<file path="src/rtl/bcd_counter_n_if.sv">
// ---------------------------------------------------------------------------
// bcd_counter_n_if
// Control and status bundle for the multi-digit BCD counter.
//   clr       : synchronous clear to the INIT value
//   load      : synchronous parallel load of load_val
//   load_val  : BCD value to load, digit k in bits [4k+3:4k]
//   en        : count enable, one step per clock
//   up        : direction, 1 = increment, 0 = decrement
//   count     : current BCD value, same packing as load_val
//   tc        : combinational terminal count (next enabled step wraps)
//   wrap      : registered one-cycle pulse after a wrap-around
//   load_err  : registered one-cycle pulse after a load with a digit > 9
// master = the controlling logic, slave = the counter.
// ---------------------------------------------------------------------------
interface bcd_counter_n_if #(
    parameter int DIGITS = 4
);
    logic                  clr;
    logic                  load;
    logic [4*DIGITS-1:0]   load_val;
    logic                  en;
    logic                  up;
    logic [4*DIGITS-1:0]   count;
    logic                  tc;
    logic                  wrap;
    logic                  load_err;

    modport master (
        output clr, load, load_val, en, up,
        input  count, tc, wrap, load_err
    );

    modport slave (
        input  clr, load, load_val, en, up,
        output count, tc, wrap, load_err
    );
endinterface

</file>
<file path="src/rtl/bcd_counter_n.sv">
// ---------------------------------------------------------------------------
// bcd_counter_n
// Parametrised DIGITS-digit decimal counter with up/down counting,
// synchronous clear and parallel load, terminal count for cascading and
// registered wrap / load-error pulses. Every digit stays within 0-9.
// Ports:
//   clk    : clock, all state changes on the rising edge
//   reset  : asynchronous active-low reset, forces count to INIT
//   bus    : bcd_counter_n_if slave modport (controls and status)
// Parameters:
//   DIGITS : number of BCD digits
//   INIT   : reset/clear value as a binary integer < 10**DIGITS
// ---------------------------------------------------------------------------
module bcd_counter_n #(
    parameter int DIGITS = 4,
    parameter int INIT   = 0
) (
    input  logic             clk,
    input  logic             reset,
    bcd_counter_n_if.slave   bus
);
    localparam int W = 4 * DIGITS;

    // Elaboration-time binary to BCD conversion of INIT.
    function automatic logic [W-1:0] toBcd(input int value);
        int           v;
        logic [W-1:0] r;
        v = value;
        r = '0;
        for (int k = 0; k < DIGITS; k++) begin
            r[4*k +: 4] = 4'(v % 10);
            v = v / 10;
        end
        return r;
    endfunction

    localparam logic [W-1:0] INIT_BCD = toBcd(INIT);

    logic [W-1:0] r_count;
    logic         r_wrap;
    logic         r_loadErr;

    logic [W-1:0] w_incVal;
    logic [W-1:0] w_decVal;
    logic [W-1:0] w_loadVal;
    logic         w_allNine;
    logic         w_allZero;
    logic         w_loadBad;

    // Ripple carry/borrow chain: a digit moves only when every lower digit
    // was at its limit. The final carry/borrow doubles as the all-9 / all-0
    // detect used for tc and wrap.
    always_comb begin
        logic       carry;
        logic       borrow;
        logic [3:0] d;
        logic [3:0] ld;
        w_incVal  = '0;
        w_decVal  = '0;
        w_loadVal = '0;
        w_loadBad = 1'b0;
        carry     = 1'b1;
        borrow    = 1'b1;
        for (int k = 0; k < DIGITS; k++) begin
            d = r_count[4*k +: 4];
            if (carry) begin
                w_incVal[4*k +: 4] = (d == 4'd9) ? 4'd0 : d + 4'd1;
            end else begin
                w_incVal[4*k +: 4] = d;
            end
            if (borrow) begin
                w_decVal[4*k +: 4] = (d == 4'd0) ? 4'd9 : d - 4'd1;
            end else begin
                w_decVal[4*k +: 4] = d;
            end
            carry  = carry  & (d == 4'd9);
            borrow = borrow & (d == 4'd0);

            // Non-decimal digits load as 0 and flag the error.
            ld = bus.load_val[4*k +: 4];
            if (ld > 4'd9) begin
                w_loadVal[4*k +: 4] = 4'd0;
                w_loadBad           = 1'b1;
            end else begin
                w_loadVal[4*k +: 4] = ld;
            end
        end
        w_allNine = carry;
        w_allZero = borrow;
    end

    // Count register with clr > load > en priority; wrap and load_err are
    // rewritten every edge so they never stretch beyond one cycle.
    always_ff @(posedge clk or negedge reset) begin
        if (!reset) begin
            r_count   <= INIT_BCD;
            r_wrap    <= 1'b0;
            r_loadErr <= 1'b0;
        end else if (bus.clr) begin
            r_count   <= INIT_BCD;
            r_wrap    <= 1'b0;
            r_loadErr <= 1'b0;
        end else if (bus.load) begin
            r_count   <= w_loadVal;
            r_wrap    <= 1'b0;
            r_loadErr <= w_loadBad;
        end else if (bus.en) begin
            r_loadErr <= 1'b0;
            if (bus.up) begin
                r_count <= w_incVal;
                r_wrap  <= w_allNine;
            end else begin
                r_count <= w_decVal;
                r_wrap  <= w_allZero;
            end
        end else begin
            r_wrap    <= 1'b0;
            r_loadErr <= 1'b0;
        end
    end

    assign bus.count    = r_count;
    assign bus.tc       = bus.en & (bus.up ? w_allNine : w_allZero);
    assign bus.wrap     = r_wrap;
    assign bus.load_err = r_loadErr;
endmodule

</file>
<file path="src/flat_wrapper.sv">
// flat-port wrapper written by rule: the top's interface ports become plain ports
module bcd_counter_n_flat 
#(
    parameter int DIGITS = 4,
    parameter int INIT   = 0
)
  (clk, reset, bus_clr, bus_load, bus_load_val, bus_en, bus_up, bus_count, bus_tc, bus_wrap, bus_load_err);
  bcd_counter_n_if #(.DIGITS(DIGITS)) bus_i ();
  input  logic clk;
  input  logic reset;
  input wire logic [$bits(bus_i.clr)-1:0] bus_clr;
  input wire logic [$bits(bus_i.load)-1:0] bus_load;
  input wire logic [$bits(bus_i.load_val)-1:0] bus_load_val;
  input wire logic [$bits(bus_i.en)-1:0] bus_en;
  input wire logic [$bits(bus_i.up)-1:0] bus_up;
  output wire logic [$bits(bus_i.count)-1:0] bus_count;
  output wire logic [$bits(bus_i.tc)-1:0] bus_tc;
  output wire logic [$bits(bus_i.wrap)-1:0] bus_wrap;
  output wire logic [$bits(bus_i.load_err)-1:0] bus_load_err;
  assign bus_i.clr = bus_clr;
  assign bus_i.load = bus_load;
  assign bus_i.load_val = bus_load_val;
  assign bus_i.en = bus_en;
  assign bus_i.up = bus_up;
  assign bus_count = bus_i.count;
  assign bus_tc = bus_i.tc;
  assign bus_wrap = bus_i.wrap;
  assign bus_load_err = bus_i.load_err;
  bcd_counter_n #(.DIGITS(DIGITS), .INIT(INIT)) u_core (.clk(clk), .reset(reset), .bus(bus_i));
endmodule
</file>
<file path="config.mk">
export PLATFORM = sky130hd
export DESIGN_NAME = bcd_counter_n_flat
export DESIGN_NICKNAME = d
export VERILOG_FILES = /design/src/rtl/bcd_counter_n_if.sv /design/src/rtl/bcd_counter_n.sv /design/src/flat_wrapper.sv
export SDC_FILE = /design/constraint.sdc
export NUM_CORES = 1
export LEC_CHECK = 0
export ABC_AREA = 0
export CORE_MARGIN = 8
export CORE_UTILIZATION = 55
export CTS_BUF_LIST = sky130_fd_sc_hd__clkbuf_16
export DETAILED_ROUTE_END_ITERATION = 10
export GPL_TIMING_DRIVEN = 0
export PLACE_DENSITY = 0.92
export SYNTH_ARGS = -nofsm -noshare
export SYNTH_HDL_FRONTEND = slang
export SYNTH_SLANG_ARGS = --single-unit
export TNS_END_PERCENT = 50
</file>
<file path="constraint.sdc">
create_clock -name clk -period 6.5 [get_ports clk]
set_input_delay 1.3 -clock clk [delete_from_list [all_inputs] [get_ports clk]]
set_output_delay 1.3 -clock clk [all_outputs]
set_load 0.005 [all_outputs]
</file>
# [After elaboration in Yosys (flattened, before gate mapping)]
# Index checks and enable logic that the tools add are counted.
[op_classes] n_addsub=8 n_lt_le_gt_ge=4 n_eq_ne=7 muxes=32 bitwise_logic=7 n_reduce_logical=11
[ops] cell="4-bit two-way mux" n=18
[ops] cell="16-bit two-way mux" n=4
[ops] cell="4-bit by 1-bit adder with 4-bit output, second input constant" n=4
[ops] cell="4-bit == test, second input constant" n=4
[ops] cell="4-bit > comparator, second input constant" n=4
[ops] cell="4-bit zero test" n=4
[ops] cell="4-bit by 1-bit subtractor with 4-bit output, second input constant" n=4
[ops] cell="4-bit by 3-bit inequality test with 1-bit output, second input constant" n=3
[ops] cell="4-bit nonzero test" n=3
[ops] cell="1-bit two-way mux" n=10
[ops] cell="3-bit AND reduction" n=3
[ops] cell="1-bit bitwise AND" n=7
[ops] cell="3-bit nonzero test" n=1
[word_totals] reg_bits=18 input_bits=22 out_inout_bits=19 elab_cells=75

# [Depth between registers and ports, before layout]
[depth] ltp_word=8 depth_mapped=7 depth_no_buf=7

# [Least setup slack after synthesis]
# Ideal clock, no wire load.
[synth_timing] path_kind="input to output" startpoint="in bus_up" endpoint="out bus_tc" arrival_ns=2.218 path_slack_ns=2.982 stages=5 n_path_buf=1 path_cell_list="buf_2 nand4b_1 or3_1 o22ai_1 and2_1"
[synth_via] elab_chain_len=2
[synth_lines] item="from (decl)" line_no="flat_wrapper.sv:15" rtl="input wire logic [$bits(bus_i.up)-1:0] bus_up;"
[synth_lines] item="1-bit two-way mux" line_no="bcd_counter_n.sv:123" rtl="assign bus.tc = bus.en & (bus.up ? w_allNine : w_allZero);"
[synth_lines] item="1-bit bitwise AND" line_no="bcd_counter_n.sv:123"
[synth_lines] item="to (decl)" line_no="flat_wrapper.sv:17" rtl="output wire logic [$bits(bus_i.tc)-1:0] bus_tc;"
# Every way passes these cells.

# [Worst setup path in the final report]
# Same ends and word-level chain as after synthesis.

==> results list <==
- Counting the fill cells in the layout gives 267.
- Power consumption: 407 uW
* CTS Root Cell: clkbuf_16
* Share of layout cells above drive strength 1: 0.0712
* Cell depth of the worst min-delay path: 1
- Post-cts hold buffer count: 0
* Count of max-cap constraint violations: 0
- The floorplan step defined a core boundary enclosing 3280 um^2.
- After detailed routing, the met2 layer carries 2760 um of wire.
- The worst setup path is captured at an output pin.
- After synthesis, the largest family of logic cells by area is compound AO/OA/AOI/OAI gates.
- Hold Vio Cnt, Final: 0
- Static Leak: 0.000945 uW
* Highest fanout seen on the critical path: 9
- Type of the worst min-delay path: reg -> reg
- The first global-routing pass estimated 9010 um of wire.
- The number of antenna diodes in the final layout is 0.
* CTS sink cnt: 18
* Total nets after synthesis: 275
* Tightest slew margin relative to the limit: 0.394
- Number of antenna violations at the first check in global routing: 0
* Total global-route track usage: 0.206
- In this run, synthesis inferred 0 flip-flops with an integrated enable.
- Biggest cell delay along the critical path: 500 ps
- Adding up every negative setup slack in the final design gives 0 ps.
* Wirelength per Cell: 17.1 um
- The share of synthesized area in the top cell type comes to 0.244.
- Setup violations remaining at the end of the flow were counted as 0.
- After clock tree synthesis, the clock-pin slew on the worst setup and hold paths is 60 ps.
- Initial Utilization: 0.563
- CTS built an H-tree with a depth of 1.
* Number of standard cells after synthesis: 240
- Class of the most critical setup path: in -> out
* Via count of the first global-routing pass: 2000
- Nets: 318
- R2R cell count: 7
* Area of the mapped netlist: 1850 um^2
- Placer's final routability congestion estimate: 0.974
- The portion of synthesized area spent on multiplexers is 0.0162.
* Via count: 2077
* Top FF cell, synth: dfrtp_1
- Transition time at the pin with the least slew margin: 907 ps
* TritonCTS Buffers: 3
- For this run, the detailed router's first-pass iteration total came to 4.
- For this run, the register share of the synthesized area comes to 0.244.
- Of the available clock period, the critical path in the final layout requires 0.645.
- The total count of max-transition violations in the final report came to 0.
- Remaining global-route overflow: 0
- Library cell contributing the largest single delay on the critical path: clkdlybuf4s50_1
- DP Wirelength: 4130 um
- Launch point of the worst hold path: u_core.bus.count[1]
- Most numerous cell types in the synthesized netlist: nand2_1 (20), inv_1 (19), dfrtp_1 (18), o21ai_0 (18), nand3_1 (17)
- The run finished with clean final reports.
- Die Ht: 74.0 um
- Setup repair after global routing missed its margin: false
- In this run the mean area of a mapped cell was 7.71 um^2.
* Critical Path Source Type: primary input
* IR Drop Worst-Case VDD: 0.103 mV
- Detailed-route DRC error count: 0
* Highest routed metal layer: met4
- After detailed routing, the wire length on met1 is 2280 um.
* Number of I/O port buffers: 38
- Synth Warn #: 0
* Highest clock frequency the design can meet: 0.239 GHz
- DR WL met3: 373 um
- The endpoint identified for the worst register-to-register timing path is u_core.bus.count[12].
* Final Routed Wirelength: 5580 um
- Final worst clock skew: 3.81 ps
- Post-synthesis compound-gate area fraction: 0.291
* Pin count of the biggest net entering global routing: 19
- Ratio of total power to cell area: 172 nW/um^2
- Share of synthesized registers carrying an async set or reset: 1.00
- Traced cell by cell, the critical path runs through buf_2, nand4b_1, or3_1, o22ai_1, and2_1, clkdlybuf4s50_1.
* Width of the die: 74.0 um
- Number of buffers added for setup after CTS: 0
- The die covers 5470 um^2.
- Slack of the worst reg-to-reg path: 4180 ps
- The longest clock path from root to sink contains 2 buffers.
- CTS tree: done
- Most frequent cell after synthesis: nand2_1
- Pin placement for this block handled 41 I/O pins.
- Cts repair resizes: 0
- Via-to-Cell Ratio: 6.35
* Xor/xnor cell area share of the yosys netlist: 0.00474
- Biggest area consumer among synthesized cells: dfrtp_1
* Iteration-0 DRC Markers: 297
- Area contributors post-synth: dfrtp_1 (24%), ha_1 (8.8%), o21ai_0 (4.9%)
- Synth Area in Adders: 0.0880
- Syn-to-layout area delta: 27.7%
* Arrival time at the worst endpoint: 2890 ps
* Simple-gate area share of the yosys netlist: 0.282
- The worst hold path terminates at u_core.bus.count[1].
* Row count: 21
- Crit path required time: 5200 ps
- Worst-skew pair later-pin latency: 250 ps
* Final ANT Viol Nets: 0
- Unique masters post-synth: 51
- Reg-to-Reg Start: u_core.bus.count[4]
- Post-synthesis sequential element count: 18
- The worst path needs 4190 ps of the cycle, external delays included.
## how the worst max path moves through the flow
stage	startpoint	to	slack (ps)	cells past startpoint
final	bus_up	bus_tc	2310	6
after CTS	bus_up	bus_tc	2350	6
after floorplan	bus_up	bus_tc	2980	5
after global routing	bus_up	bus_tc	2300	6
after global placement	bus_up	bus_tc	2380	6
after detailed placement	bus_up	bus_tc	2360	6
## flip-flops by register name, indices dropped and copies added, names as in the netlist
signal	flops
u_core.bus.wrap	1
u_core.bus.load_err	1
u_core.bus.count	16
## layer usage
layer  track usage  vias to the layer above
met3        0.0296                       19
met1         0.238                      990
li1              -                      966
met5             0                        -
met4        0.0953                        0
met2         0.364                      102
## power by group
part / internal [uW] / leakage [uW] / switching [uW] / total [uW]
Clock: 81.1 / 0.0000370 / 44.9 / 126
Sequential: 121 / 0.000239 / 14.6 / 136
Combinational: 71.5 / 0.000669 / 73.7 / 145
## kinds of logic (layout without fill, tap and decap cells)
| logic type | after synthesis | in the layout |
|---|---|---|
| XOR/XNOR | 1 | 1 |
| AO/OA/AOI/OAI | 79 | 79 |
| AND/OR/NAND/NOR | 94 | 94 |
| flip-flops | 18 | 18 |
| buffers and inverters | 32 | 73 |
| adder cells (fa/ha/maj) | 13 | 13 |
| multiplexers | 3 | 3 |
## worst max-delay path: cells and delay by family
kind / cells / cell delay [ps]
AOI/OAI and AO/OA: 1 / 170
buffers and inverters: 2 / 660
and+or+nand+nor: 3 / 760
## cells in the final DEF (no fill, tap or decap), types with 2 or more instances in the layout
cell type | netlist | layout
a2111oi_0 | 3 | 3
a211oi_1 | 4 | 4
a21o_1 | 2 | 2
a21oi_1 | 16 | 16
a221oi_1 | 4 | 4
a22o_1 | 2 | 2
a31oi_1 | 2 | 2
and2_1 | 2 | 2
and3_1 | 3 | 3
buf_2 | 5 | 5
clkbuf_1 | 6 | 6
clkbuf_16 | 0 | 3
clkdlybuf4s50_1 | 0 | 38
dfrtp_1 | 18 | 18
ha_1 | 13 | 13
inv_1 | 19 | 19
mux2i_1 | 3 | 3
nand2_1 | 20 | 20
nand2b_1 | 10 | 10
nand3_1 | 17 | 17
nand3b_1 | 5 | 5
nand4_1 | 2 | 2
nor2_1 | 13 | 13
nor2b_1 | 8 | 8
nor4_1 | 3 | 3
o211ai_1 | 7 | 7
o21ai_0 | 18 | 18
o22ai_1 | 5 | 5
o31ai_1 | 3 | 3
or3_1 | 2 | 2
or3b_4 | 3 | 3
## stage by stage
step / hold WS (ps) / utilization / area, um^2 / cells / setup slack, ps
2_1_floorplan: 599 / - / 1850 / 240 / 2980
3_3_place_gp: 628 / 0.696 / 2290 / 324 / 2380
3_5_place_dp: 631 / 0.696 / 2290 / 324 / 2360
4_1_cts: 655 / 0.719 / 2360 / 327 / 2350
5_1_grt: 697 / 0.719 / 2360 / 327 / 2300
6_report: 657 / 0.719 / 2360 / 327 / 2310
## cell type report
type,instances,area (um^2),share of cell area
timing repair buffer,38,380,0.161
buffer,13,66.3,0.0281
tap,46,57.6,0.0244
clock buffer,3,75.1,0.0318
sequential,18,450,0.191
multi-input combinational,190,1260,0.534
inverter,19,71.3,0.0302
(Power assumes the default switching activity.)
